<file path="config.mk">
export PLATFORM = sky130hd
export DESIGN_NAME = inst_rr_scheduler
export DESIGN_NICKNAME = d
export VERILOG_FILES = /design/src/rtl/inst_sched_pkg.sv /design/src/rtl/rr_pick.sv /design/src/rtl/inst_rr_scheduler.sv
export SDC_FILE = /design/constraint.sdc
export NUM_CORES = 1
export LEC_CHECK = 0
export ABC_AREA = 1
export CAP_MARGIN = 20
export CORE_AREA = 4 4 78 80
export DETAILED_ROUTE_END_ITERATION = 16
export DIE_AREA = 0 0 82 84
export GPL_TIMING_DRIVEN = 0
export HOLD_SLACK_MARGIN = 0.12
export PLACE_DENSITY = 0.78
export SLEW_MARGIN = 10
export SYNTH_ARGS = -nofsm -noshare
export SYNTH_HDL_FRONTEND = slang
export SYNTH_SLANG_ARGS = --single-unit
</file>
<file path="constraint.sdc">
create_clock -name clk -period 2.2 [get_ports clk]
set_input_delay 0.33 -clock clk [delete_from_list [all_inputs] [get_ports clk]]
set_output_delay 0.33 -clock clk [all_outputs]
set_load 0.01 [all_outputs]
</file>
<file path="src/rtl/inst_sched_pkg.sv">
// Shared types and helpers for the instance round-robin scheduler.
// Provides the FSM state encoding, default sizing constants and a
// wrap-around index increment used for the rotation pointer.
package inst_sched_pkg;

    typedef enum logic {
        IDLE = 1'b0,
        XFER = 1'b1
    } sched_state_e;

    localparam int DEF_NUM_REQ   = 5;
    localparam int DEF_DATA_W    = 8;
    localparam int DEF_MAX_BURST = 4;

    // Increment an index modulo n (n-1 wraps to 0).
    function automatic int next_idx(input int cur, input int n);
        return (cur == n - 1) ? 0 : cur + 1;
    endfunction

endpackage

</file>
<file path="src/rtl/rr_pick.sv">
// Combinational round-robin picker: finds the first set bit of vec at or
// after position ptr, wrapping from N-1 back to 0.
module rr_pick #(
    parameter  int N = 5,
    localparam int W = $clog2(N)
) (
    input  logic [N-1:0] vec,
    input  logic [W-1:0] ptr,
    output logic         found,
    output logic [W-1:0] idx
);

    // Scan offsets from farthest to nearest so the last hit written is the
    // closest set bit at or after ptr.
    always_comb begin
        int          j;
        logic [W-1:0] jw;
        // NOTE: every output of a combinational block gets a default before
        // any conditional update, otherwise a latch is inferred.
        found = |vec;
        idx   = '0;
        for (int k = N - 1; k >= 0; k--) begin
            j = int'(ptr) + k;
            if (j >= N) begin
                j = j - N;
            end
            jw = W'(j);
            if (vec[jw]) begin
                idx = jw;
            end
        end
    end

endmodule

</file>
<file path="src/rtl/inst_rr_scheduler.sv">
// Round-robin scheduler sharing one transfer channel between NUM_REQ
// requesters. A grant is held for a burst that ends on the requester's last
// beat or after MAX_BURST beats; the granted requester's valid/data/last are
// muxed onto the channel and out_ready is routed back as its req_ready.
// Optional: define INST_RR_SCHED_PRIO0_EN to let requester 0 win every
// arbitration without disturbing the rotation pointer of the others.
module inst_rr_scheduler
    import inst_sched_pkg::*;
#(
    parameter  int NUM_REQ   = DEF_NUM_REQ,
    parameter  int DATA_W    = DEF_DATA_W,
    parameter  int MAX_BURST = DEF_MAX_BURST,
    localparam int SRC_W     = $clog2(NUM_REQ)
) (
    input  logic                      clk,
    input  logic                      rst_n,
    input  logic [NUM_REQ-1:0]        req_valid,
    input  logic [NUM_REQ*DATA_W-1:0] req_data,
    input  logic [NUM_REQ-1:0]        req_last,
    output logic [NUM_REQ-1:0]        req_ready,
    output logic                      out_valid,
    output logic [DATA_W-1:0]         out_data,
    output logic                      out_last,
    output logic [SRC_W-1:0]          out_src,
    input  logic                      out_ready,
    output logic                      busy
);

    localparam int CNT_W = 8;

    sched_state_e     state;
    logic [SRC_W-1:0] ptr;
    logic [SRC_W-1:0] gnt;
    logic [CNT_W-1:0] beat_cnt;

    logic [DATA_W-1:0] data_arr [NUM_REQ];
    logic              pick_found;
    logic [SRC_W-1:0]  pick_idx;
    logic [SRC_W-1:0]  win_idx;
    logic              xfer;
    logic              sel_valid;
    logic              sel_last;
    logic              cnt_max;
    logic              beat;
    logic              burst_end;

    for (genvar i = 0; i < NUM_REQ; i++) begin : g_unpack
        assign data_arr[i] = req_data[i*DATA_W +: DATA_W];
    end

    rr_pick #(.N(NUM_REQ)) u_pick (
        .vec   (req_valid),
        .ptr   (ptr),
        .found (pick_found),
        .idx   (pick_idx)
    );

`ifdef INST_RR_SCHED_PRIO0_EN
    assign win_idx = req_valid[0] ? '0 : pick_idx;
`else
    assign win_idx = pick_idx;
`endif

    assign xfer      = (state == XFER);
    assign sel_valid = req_valid[gnt];
    assign sel_last  = req_last[gnt];
    assign cnt_max   = (beat_cnt == CNT_W'(MAX_BURST - 1));
    assign beat      = xfer && sel_valid && out_ready;
    assign burst_end = beat && (sel_last || cnt_max);

    // Channel mux: pass the granted requester through with no added latency.
    always_comb begin
        req_ready      = '0;
        out_valid      = xfer && sel_valid;
        out_data       = xfer ? data_arr[gnt] : '0;
        out_last       = xfer && sel_valid && (sel_last || cnt_max);
        out_src        = xfer ? gnt : '0;
        busy           = xfer;
        if (xfer) begin
            req_ready[gnt] = out_ready;
        end
    end

    // Arbitration FSM: pick a winner in IDLE, count beats and rotate in XFER.
    always_ff @(posedge clk or negedge rst_n) begin
        // NOTE: state registers use non-blocking assignments so every flop
        // samples pre-edge values regardless of statement order.
        if (!rst_n) begin
            state    <= IDLE;
            ptr      <= '0;
            gnt      <= '0;
            beat_cnt <= '0;
        end else begin
            case (state)
                IDLE: begin
                    if (pick_found) begin
                        gnt      <= win_idx;
                        beat_cnt <= '0;
                        state    <= XFER;
                    end
                end
                XFER: begin
                    if (burst_end) begin
`ifdef INST_RR_SCHED_PRIO0_EN
                        if (gnt != '0) begin
                            ptr <= SRC_W'(next_idx(int'(gnt), NUM_REQ));
                        end
`else
                        ptr <= SRC_W'(next_idx(int'(gnt), NUM_REQ));
`endif
                        state <= IDLE;
                    end else if (beat) begin
                        beat_cnt <= beat_cnt + CNT_W'(1);
                    end
                end
                default: state <= IDLE;
            endcase
        end
    end

endmodule

</file>
Word level (Yosys, flattened, before mapping):

Index checks and enable logic that the tools add are counted.
Widths: inputs -> output; s select.

* register bits: 15
* input bits: 53
* output and inout bits: 19
* logic and storage cells: 86

* add/sub/neg operators: 11
* $lt $le $gt $ge: 13
* equality and inequality tests: 5
* mux-type cells: 40
* bitwise gates (word level): 3
* reduce and logical (&&, ||, !) cells: 10

Operator list (count)
* $mux 8: 6
* $mux 3: 12
* $bmux 8 s3: 1
* $lt 3x4->1 const B: 6
* $bmux 1 s3: 7
* $ge 4x3->1 const B: 4
* $pmux 8 s2: 1
* $sub 3x3->3 const B: 5
* $mux 1: 10
* $add 3x2->4 const B: 2
* $add 8x1->8 const B: 1
* $eq 8x2->1 const B: 1
* $and 5x5->5: 1
* $logic_and 1x1->1: 5
* $mux 5: 1
* $reduce_or 5->1: 1
* $add 3x1->4 const B: 1
* $add 3x3->4 const B: 1
* $ge 4x4->1 const B: 1
* $ne 2x2->1 const B: 2
* $not 3->4: 1
* $reduce_and 2->1: 2
* $add 3x1->3 const B: 1
* $demux 1 s3: 1
* 8 further kinds: 8

Logic depth before layout (Yosys ltp):

Gate-level depths: netlist (run 1).

* word-level depth: 10
* gate-level depth with buffers: 18
* mapped depth without buffers: 18

By module:

Synthesis (run 1) repeated with hierarchy kept, for this count alone.

* cell total of the unflattened synthesis: 402
* area total of the unflattened synthesis: 2358.5 um^2

Modules (own cells, without submodules)
* inst_rr_scheduler: instances 1, cells each 221, area an instance 1452.6 um^2, sequential area each 375.4 um^2
* rr_pick: instances 1, cells each 181, area an instance 905.9 um^2, sequential area each 0.0 um^2

Worst setup path before layout (run 1):

Ideal clock, no wire load.

* kind: register -> register
* start: register ptr[0]
* end: register gnt[0]
* arrival time: 2.209 ns
* setup slack: -0.125 ns
* cell stages (with the launch flop): 16
* buffers on the path: 0
* period minus slack after synthesis: 2.325 ns
* cells stage by stage: dfrtp_1 -> clkinv_1 -> ha_1 -> ha_1 -> nand2_1 -> nand2_1 -> o21ai_0 -> nand3_1 -> nand2_1 -> nand2_1 -> nand3_1 -> nand3_1 -> nand2_1 -> nand2_1 -> nand2_1 -> nand2_1

* word-level cells in the longest chain between the ends: 10
* elaborated cells on any way between the ends: 34
* classes of those cells: add/sub (9); order compare (5); mux (20)

Ends and longest elaborated chain
* start: declaration: line inst_rr_scheduler.sv:32 `logic [SRC_W-1:0] ptr;`
* start signal: assignment: line inst_rr_scheduler.sv:109 `ptr <= SRC_W'(next_idx(int'(gnt), NUM_REQ));`
* $add 3x3->4: line rr_pick.sv:23 `j = int'(ptr) + k;`
* $ge 4x3->1 or $sub 3x3->3 (tied branches): line rr_pick.sv:24, rr_pick.sv:25
* $mux 3: line rr_pick.sv:24 `if (j >= N) begin`
* $bmux 1 s3: line rr_pick.sv:28 `if (vec[jw]) begin`
* $mux 1 (not written as such): line rr_pick.sv:28
* $mux 3 (4 in a row): line rr_pick.sv:28
* $mux 3 *: line rr_pick.sv:28
* end signal: assignment: line inst_rr_scheduler.sv:97 `gnt <= win_idx;`
* end: declaration: line inst_rr_scheduler.sv:33 `logic [SRC_W-1:0] gnt;`

Every way passes the cells marked *; elsewhere a longest branch is shown, timed or not. The select of a mux whose other input is x is not followed.
A chain may end at the register's enable or synchronous reset.

Final worst setup path (run 1):

* start: register ptr[1]
* end: register gnt[0]

Same word-level chain as after synthesis.

==> out/results.txt, run 1 <==
Outcome = finished with violations
Violated checks = setup timing
Max-cap violations = 0
Relative slew slack = 53.64%
Final-report hold violation count = 0
Layout cells sized above 1 = 28.92%
Synth area leaders = nand2_1 17%, dfrtp_1 16%, nand3_1 9.9%
H-tree Lvls = 1
Port bufs = 71
Yosys top cell area share = 16.97%
Overall Global Routing Usage = 21.66%
WL/cell = 14.63 um
Post-synth EDFFs = 0
Hold buffer count at cts = 0
Clk slew on worst S/H paths = 0.07 ns
Lkg Pwr = 1.850 nW
RePlAce Congestion = 0.8997
RSZ-0062 raised after global routing = yes
Async S/R FF share, synth = 100.0%
Clk root buf = clkbuf_8
Worst-path fanout max = 5
Pin count of the biggest net entering global routing = 16
Initial antenna violation count = 0
Hold WS = 0.4907 ns
Critical path arrival = 2.43 ns
1st-pass router iterations = 5
Fillers = 425
Vias/cell = 5.243
Global-route wire length before repair = 12,080 um
Vias in the first global route = 2,714
Pwr Density = 1792 nW/um^2
Later-pin clock latency in the skew report = 0.25 ns
Grt ovf = 0
VDD IR max = 817.3 uV
Fmax = 0.4391 GHz
Die Y = 84 um
Synth Register Bits = 15
Post-synthesis sequential area ratio = 16.47%
Syn Inst Count = 381
Area Growth Syn to Fin = 64.91%
Max clock buf depth = 2
Post-route ant nets = 0
CTS tree = done
Area of the multi-input gates = 1914 um^2
Via count = 2,952
Slew Viols, Final = 0
Period minus WS final = 2.278 ns
CP Data Required Time = 2.35 ns
Most common cell after layout, fill and taps aside = nand2_1
Num CTS Buffers = 3
Drt drc = 0
Fin crit share = 103.5%
Initial Util = 42.15%
FP Rows = 27
Yosys cell types = 44
Worst Hold Class = input pin to asynchronous set/reset pin
DP HPWL = 5606 um
Die ar. = 6888 um^2
Total Negative Setup Slacks = -0.1141 ns
Global Route met2 Usage = 38.87%
Gr busiest metal = met2
Antenna cells = 0
Clock sinks = 15
Final setup margin = -0.07761 ns
DIE WIDTH = 82 um
Layout Nets = 558
Mapped Area = 2278 um^2
Post-synth top area cell = nand2_1
Synth Area per Inst = 5.980 um^2
Most frequent cells in the layout = 81 x nand2_1, 56 x clkdlybuf4s50_1, 42 x inv_1
Worst slew pin tran = 0.6933 ns
Met3 Usage GRT = 5.292%
M1 GR Usage = 24.82%
CP Launch Type = flip-flop
Crit end category = flip-flop
Final setup viols = 2
Iteration-0 DRC Markers = 118
Core area = 5405 um^2
Synth Warn # = 0
I/O pin cnt = 72
Layout Utilization = 69.51%
Seq. cell area = 380.4 um^2
Skew final = 0.01102 ns
Worst Setup Path Type = flip-flop to flip-flop
Mapped Nets = 447
Detailed Route WL = 8239 um
Ys flop type = dfrtp_1
## registers in the layout (all words and copies together), names as in the netlist
register and count:
ptr 3, busy 1, beat_cnt 8, gnt 3
## Yosys cell counts (2+ instances only)
cell,n
ha_1,12
nor3_2,2
o21ai_2,3
nor2_1,37
nand2_2,4
nand3_1,45
inv_1,49
o21a_1,2
a21oi_1,8
nand4_1,7
nand2_4,2
o21ai_1,4
buf_1,2
nor3_1,5
dfrtp_1,15
o31ai_1,3
inv_2,5
o221ai_1,8
nor2_2,2
nor2_8,2
nand2_1,103
xor2_1,4
buf_2,2
clkbuf_1,2
buf_4,3
a21boi_1,2
o21ai_0,31
## metrics by stage
step | std cells | setup WS [ns] | instance area [um^2] | total power, W
2_1_floorplan | 381 | 0.01497 | 2285 | 0.003566
3_3_place_gp | 524 | -0.3637 | 3085 | 0.004617
3_5_place_dp | 524 | -0.3966 | 3085 | 0.004732
4_1_cts | 554 | 0.0006291 | 3461 | 0.005690
5_1_grt | 563 | -0.1468 | 3757 | 0.007340
6_report | 563 | -0.07761 | 3757 | 0.006734
## per-layer routing
layer	share of wire, %	routed length [um]	vias up
met5	0	0	-
met3	9.7	799	20
met1	40	3277	1330
li1	-	-	1469
met4	1.8	147	0
met2	49	4015	133
## kinds of logic after synthesis
family | after synthesis | synth area share [%]
AO/OA/AOI/OAI | 67 | 18.07
AND/OR/NAND/NOR | 213 | 43.22
flip-flops | 15 | 16.47
XOR/XNOR | 5 | 1.922
buffers and inverters | 68 | 12.85
adder cells (fa/ha/maj) | 13 | 7.468
## worst max-delay path, stage by stage, from the launching register on
cell	delay [ns]
dfrtp_2	0.47
ha_4	0.18
inv_2	0.06
fa_2	0.21
inv_4	0.06
buf_4	0.13
buf_4	0.12
a22oi_2	0.25
nand3_2	0.12
a21boi_4	0.17
nor2_1	0.13
nor2_1	0.05
nand2_1	0.06
nand2_1	0.05
nand2_1	0.06
nand2_1	0.05
## layout make-up
class,count,share of cell area [%]
Clock buffer,3,1.099
Sequential cell,15,10.12
Timing Repair Buffer,107,26.04
Clock inverter,1,0.1332
Inverter,57,6.494
Tap cell,72,2.398
Multi-Input combinational cell,298,50.95
Buffer,10,2.764
## what timing repair did
item | in CTS | in global routing
gates resized for setup | 69 | 63
setup endpoints to repair | 21 | 20
cloned | 0 | 1
buffers inserted | 26 | 9
pin swaps | 15 | 23
## path summary, 6_finish.rpt
| kind | start | end | slack [ns] | depth (start not counted) |
|---|---|---|---|---|
| max | ptr[1]$_DFFE_PN0P_ | gnt[0]$_DFFE_PN0P_ | -0.08 | 15 |
| max in group asynchronous | rst_n | ptr[0]$_DFFE_PN0P_ | 1.21 | 1 |
| max reg2reg | ptr[1]$_DFFE_PN0P_ | gnt[0]$_DFFE_PN0P_ | -0.08 | 15 |
| min in group clk | beat_cnt[7]$_DFFE_PN0P_ | beat_cnt[7]$_DFFE_PN0P_ | 0.54 | 2 |
| min reg2reg | beat_cnt[7]$_DFFE_PN0P_ | beat_cnt[7]$_DFFE_PN0P_ | 0.54 | 2 |
| min | rst_n | busy$_DFF_PN0_ | 0.49 | 1 |
## report_power, final
| group | internal (W) | leakage, nW | switching, W |
|---|---|---|---|
| clock network | 0.000126 | 0.0255 | 0.000101 |
| registers | 0.000371 | 0.186 | 0.000119 |
| logic | 0.00253 | 1.64 | 0.00349 |
| total | 0.00302 | 1.85 | 0.00371 |
Note: power is estimated with default switching activity, not from simulation.
==> inputs of run 2 (changes only) <==
--- a/config.mk
+++ b/config.mk
@@ -11,7 +11,7 @@
 export DETAILED_ROUTE_END_ITERATION = 16
 export DIE_AREA = 0 0 82 84
 export GPL_TIMING_DRIVEN = 0
-export HOLD_SLACK_MARGIN = 0.12
+export HOLD_SLACK_MARGIN = 0.15
 export PLACE_DENSITY = 0.78
 export SLEW_MARGIN = 10
 export SYNTH_ARGS = -nofsm -noshare
==> results of run 2 <==
The final DEF is identical to that of run 1; final timing and power are the same.
==> inputs of run 3 (changes only) <==
--- a/config.mk
+++ b/config.mk
@@ -7,11 +7,10 @@
 export LEC_CHECK = 0
 export ABC_AREA = 1
 export CAP_MARGIN = 20
-export CORE_AREA = 4 4 78 80
+export CORE_AREA = 8 8 82 84
 export DETAILED_ROUTE_END_ITERATION = 16
-export DIE_AREA = 0 0 82 84
+export DIE_AREA = 0 0 90 92
 export GPL_TIMING_DRIVEN = 0
-export HOLD_SLACK_MARGIN = 0.15
 export PLACE_DENSITY = 0.78
 export SLEW_MARGIN = 10
 export SYNTH_ARGS = -nofsm -noshare
==> out/results.txt, run 3 (same netlist as run 1, synthesis figures left out) <==
Num CTS Buffers = 3 (unchanged)
Die Y = 92 um (+9.5%)
Max-cap violations = 0 (unchanged)
Layout cells sized above 1 = 23.26% (-5.7 points)
Fin crit share = 101.2% (-2.3 points)
VDD IR max = 1037 uV (+27%)
Area of the multi-input gates = 1842 um^2 (-3.8%)
RePlAce Congestion = 0.8394 (-6.7%)
Worst Hold Class = input pin to asynchronous set/reset pin
Final setup viols = 1 (-1)
Seq. cell area = 380.4 um^2 (unchanged)
FP Rows = 27 (unchanged)
Hold buffer count at cts = 0 (unchanged)
Outcome = finished with violations
I/O pin cnt = 72 (unchanged)
Worst r2r path cells = 15 (unchanged)
Top reg by flops = beat_cnt
Later-pin clock latency in the skew report = 0.26 ns (about the same)
Place WS = -0.4142 ns (-0.01759 ns)
Most frequent cells in the layout = 87 x nand2_1, 57 x clkdlybuf4s50_1, 42 x inv_1
Worst-path fanout max = 4 (-1)
Area Growth Syn to Fin = 54.80%
Period minus WS final = 2.227 ns (-0.05110 ns)
Vias in the first global route = 2,734 (+0.74%)
Final Cell Area = 3527 um^2 (-6.1%)
Placed Instance Area = 3085 um^2 (unchanged)
Max clock buf depth = 2 (unchanged)
DP HPWL = 6021 um (+7.4%)
Top Registers = beat_cnt x8, gnt x3, ptr x3
Fillers = 439 (+3.3%)
Die ar. = 8280 um^2 (+20%)
Global-route wire length before repair = 12,880 um (+6.6%)
Slew Viols, Final = 0 (unchanged)
Initial antenna violation count = 0 (unchanged)
Final-report hold violation count = 0 (unchanged)
Initial Util = 42.15% (unchanged)
Post-route ant nets = 0 (unchanged)
Most common cell after layout, fill and taps aside = nand2_1
Crit end category = flip-flop
CP Launch Type = flip-flop
RR Startpoint = ptr[1]$_DFFE_PN0P_
Worst Setup Path Type = flip-flop to flip-flop
Detailed Route WL = 8069 um (-2.1%)
WP depth = 15 (unchanged)
Overall Global Routing Usage = 18.44% (-3.2 points)
CP max-delay cell = dfrtp_2
Lkg Pwr = 1.734 nW (-6.3%)
Layout Nets = 540 (-3.2%)
Worst slew pin tran = 0.6771 ns (-0.01614 ns)
Via count = 2,899 (-1.8%)
Fmax = 0.4491 GHz (+2.3%)
Port bufs = 71 (unchanged)
CP Cell Sequence = buf_6, ha_4, inv_2, fa_2, inv_4, nand2_8, a22oi_2, nand3_1, a21boi_4, nor2_1, nor2_1, nand2_1, nand2_1, nand2_1, nand2_1
Core area = 5405 um^2 (unchanged)
Buf+Inv Stages, Crit Path = 3 (-1)
WL/cell = 14.81 um (+1.2%)
RSZ-0062 raised after global routing = yes
Clk root buf = clkbuf_8
CTS tree = done
Clock sinks = 15 (unchanged)
Worst setup path start = ptr[1]$_DFFE_PN0P_
Pwr Density = 1729 nW/um^2 (-3.5%)
1st-pass router iterations = 4 (-1)
DIE WIDTH = 90 um (+9.8%)
Final setup margin = -0.02651 ns (+0.05110 ns)
Clk slew on worst S/H paths = 0.06 ns (about the same)
Max reg flops = 8 (unchanged)
Violated checks = setup timing
Critical path's largest stage delay = 0.42 ns (-0.05 ns)
Relative slew slack = 54.72% (+1.1 points)
Critical path arrival = 2.37 ns (-0.06 ns)
Drt drc = 0 (unchanged)
Largest delay share family, worst path = simple AND/OR/NAND/NOR gates
Grt ovf = 0 (unchanged)
Iteration-0 DRC Markers = 153 (+30%)
CP most frequent cell = nand2_1
Pin count of the biggest net entering global routing = 16 (unchanged)
Vias/cell = 5.319 (+1.4%)
Total Negative Setup Slacks = -0.02651 ns (+0.08763 ns)
Total power = 0.006098 W (-9.4%)
H-tree Lvls = 1 (unchanged)
Antenna cells = 0 (unchanged)
Skew final = 0.001089 ns (-0.009936 ns)
CP Data Required Time = 2.35 ns (about the same)
[run 3: changes by cell type in the layout (fill, tap and decap cells not counted), moves of 2 or more]
cell           delta
nor2_1            +2
nand2_1           +6
dlygate4sd2_1     -2
buf_6             -3
nand3_1           +4
nand2_2           -5
nand3_2           -5
buf_4            -16
buf_2             +2
nor2_2            -2
[run 3: area by class of cell]
class | instances | area share, %
buffer | 11 | 3.015
inverter | 57 | 6.846
multi-input combinational | 298 | 52.22
sequential | 15 | 10.78
timing repair buffer | 88 | 23.31
clock buffer | 4 | 1.277
tap | 72 | 2.554
[run 3: per-stage QoR]
stage | util (%) | hold WS, ns | instances
2_1_floorplan | - | 0.03441 | 381
3_3_place_gp | 57.08 | 0.5155 | 524
3_5_place_dp | 57.08 | 0.5383 | 524
4_1_cts | 61.76 | 0.5265 | 540
5_1_grt | 65.25 | 0.5398 | 545
6_report | 65.25 | 0.4836 | 545
[run 3: worst paths after layout]
check	endpoint	slack (ns)
setup / recovery	gnt[0]$_DFFE_PN0P_	-0.03
hold / removal	beat_cnt[4]$_DFFE_PN0P_	0.48
setup reg to reg	gnt[0]$_DFFE_PN0P_	-0.03
hold reg to reg	beat_cnt[7]$_DFFE_PN0P_	0.55
max in group asynchronous	ptr[0]$_DFFE_PN0P_	1.24
min in group clk	beat_cnt[7]$_DFFE_PN0P_	0.55
[run 3: power breakdown]
part / switching (W) / internal [W]
Combinational: 0.00322 / 0.00215
Sequential: 0.000122 / 0.000371
Clock: 0.000107 / 0.000129
[run 3: timing repair]
| action | 4_1_cts | 5_1_grt |
|---|---|---|
| resized for setup | 60 | 51 |
| setup endpoints to repair | 21 | 15 |
| pin swaps | 10 | 15 |
| setup buffers | 12 | 5 |
| gates cloned | 0 | 0 |
[run 3: metal layers]
| metal | vias to the layer above | global-route usage (%) | routed length [um] |
|---|---|---|---|
| met5 | - | 0 | 0 |
| met1 | 1334 | 21.70 | 3466 |
| li1 | 1440 | - | - |
| met3 | 14 | 3.097 | 567 |
| met2 | 111 | 33.19 | 3886 |
| met4 | 0 | 6.103 | 149 |
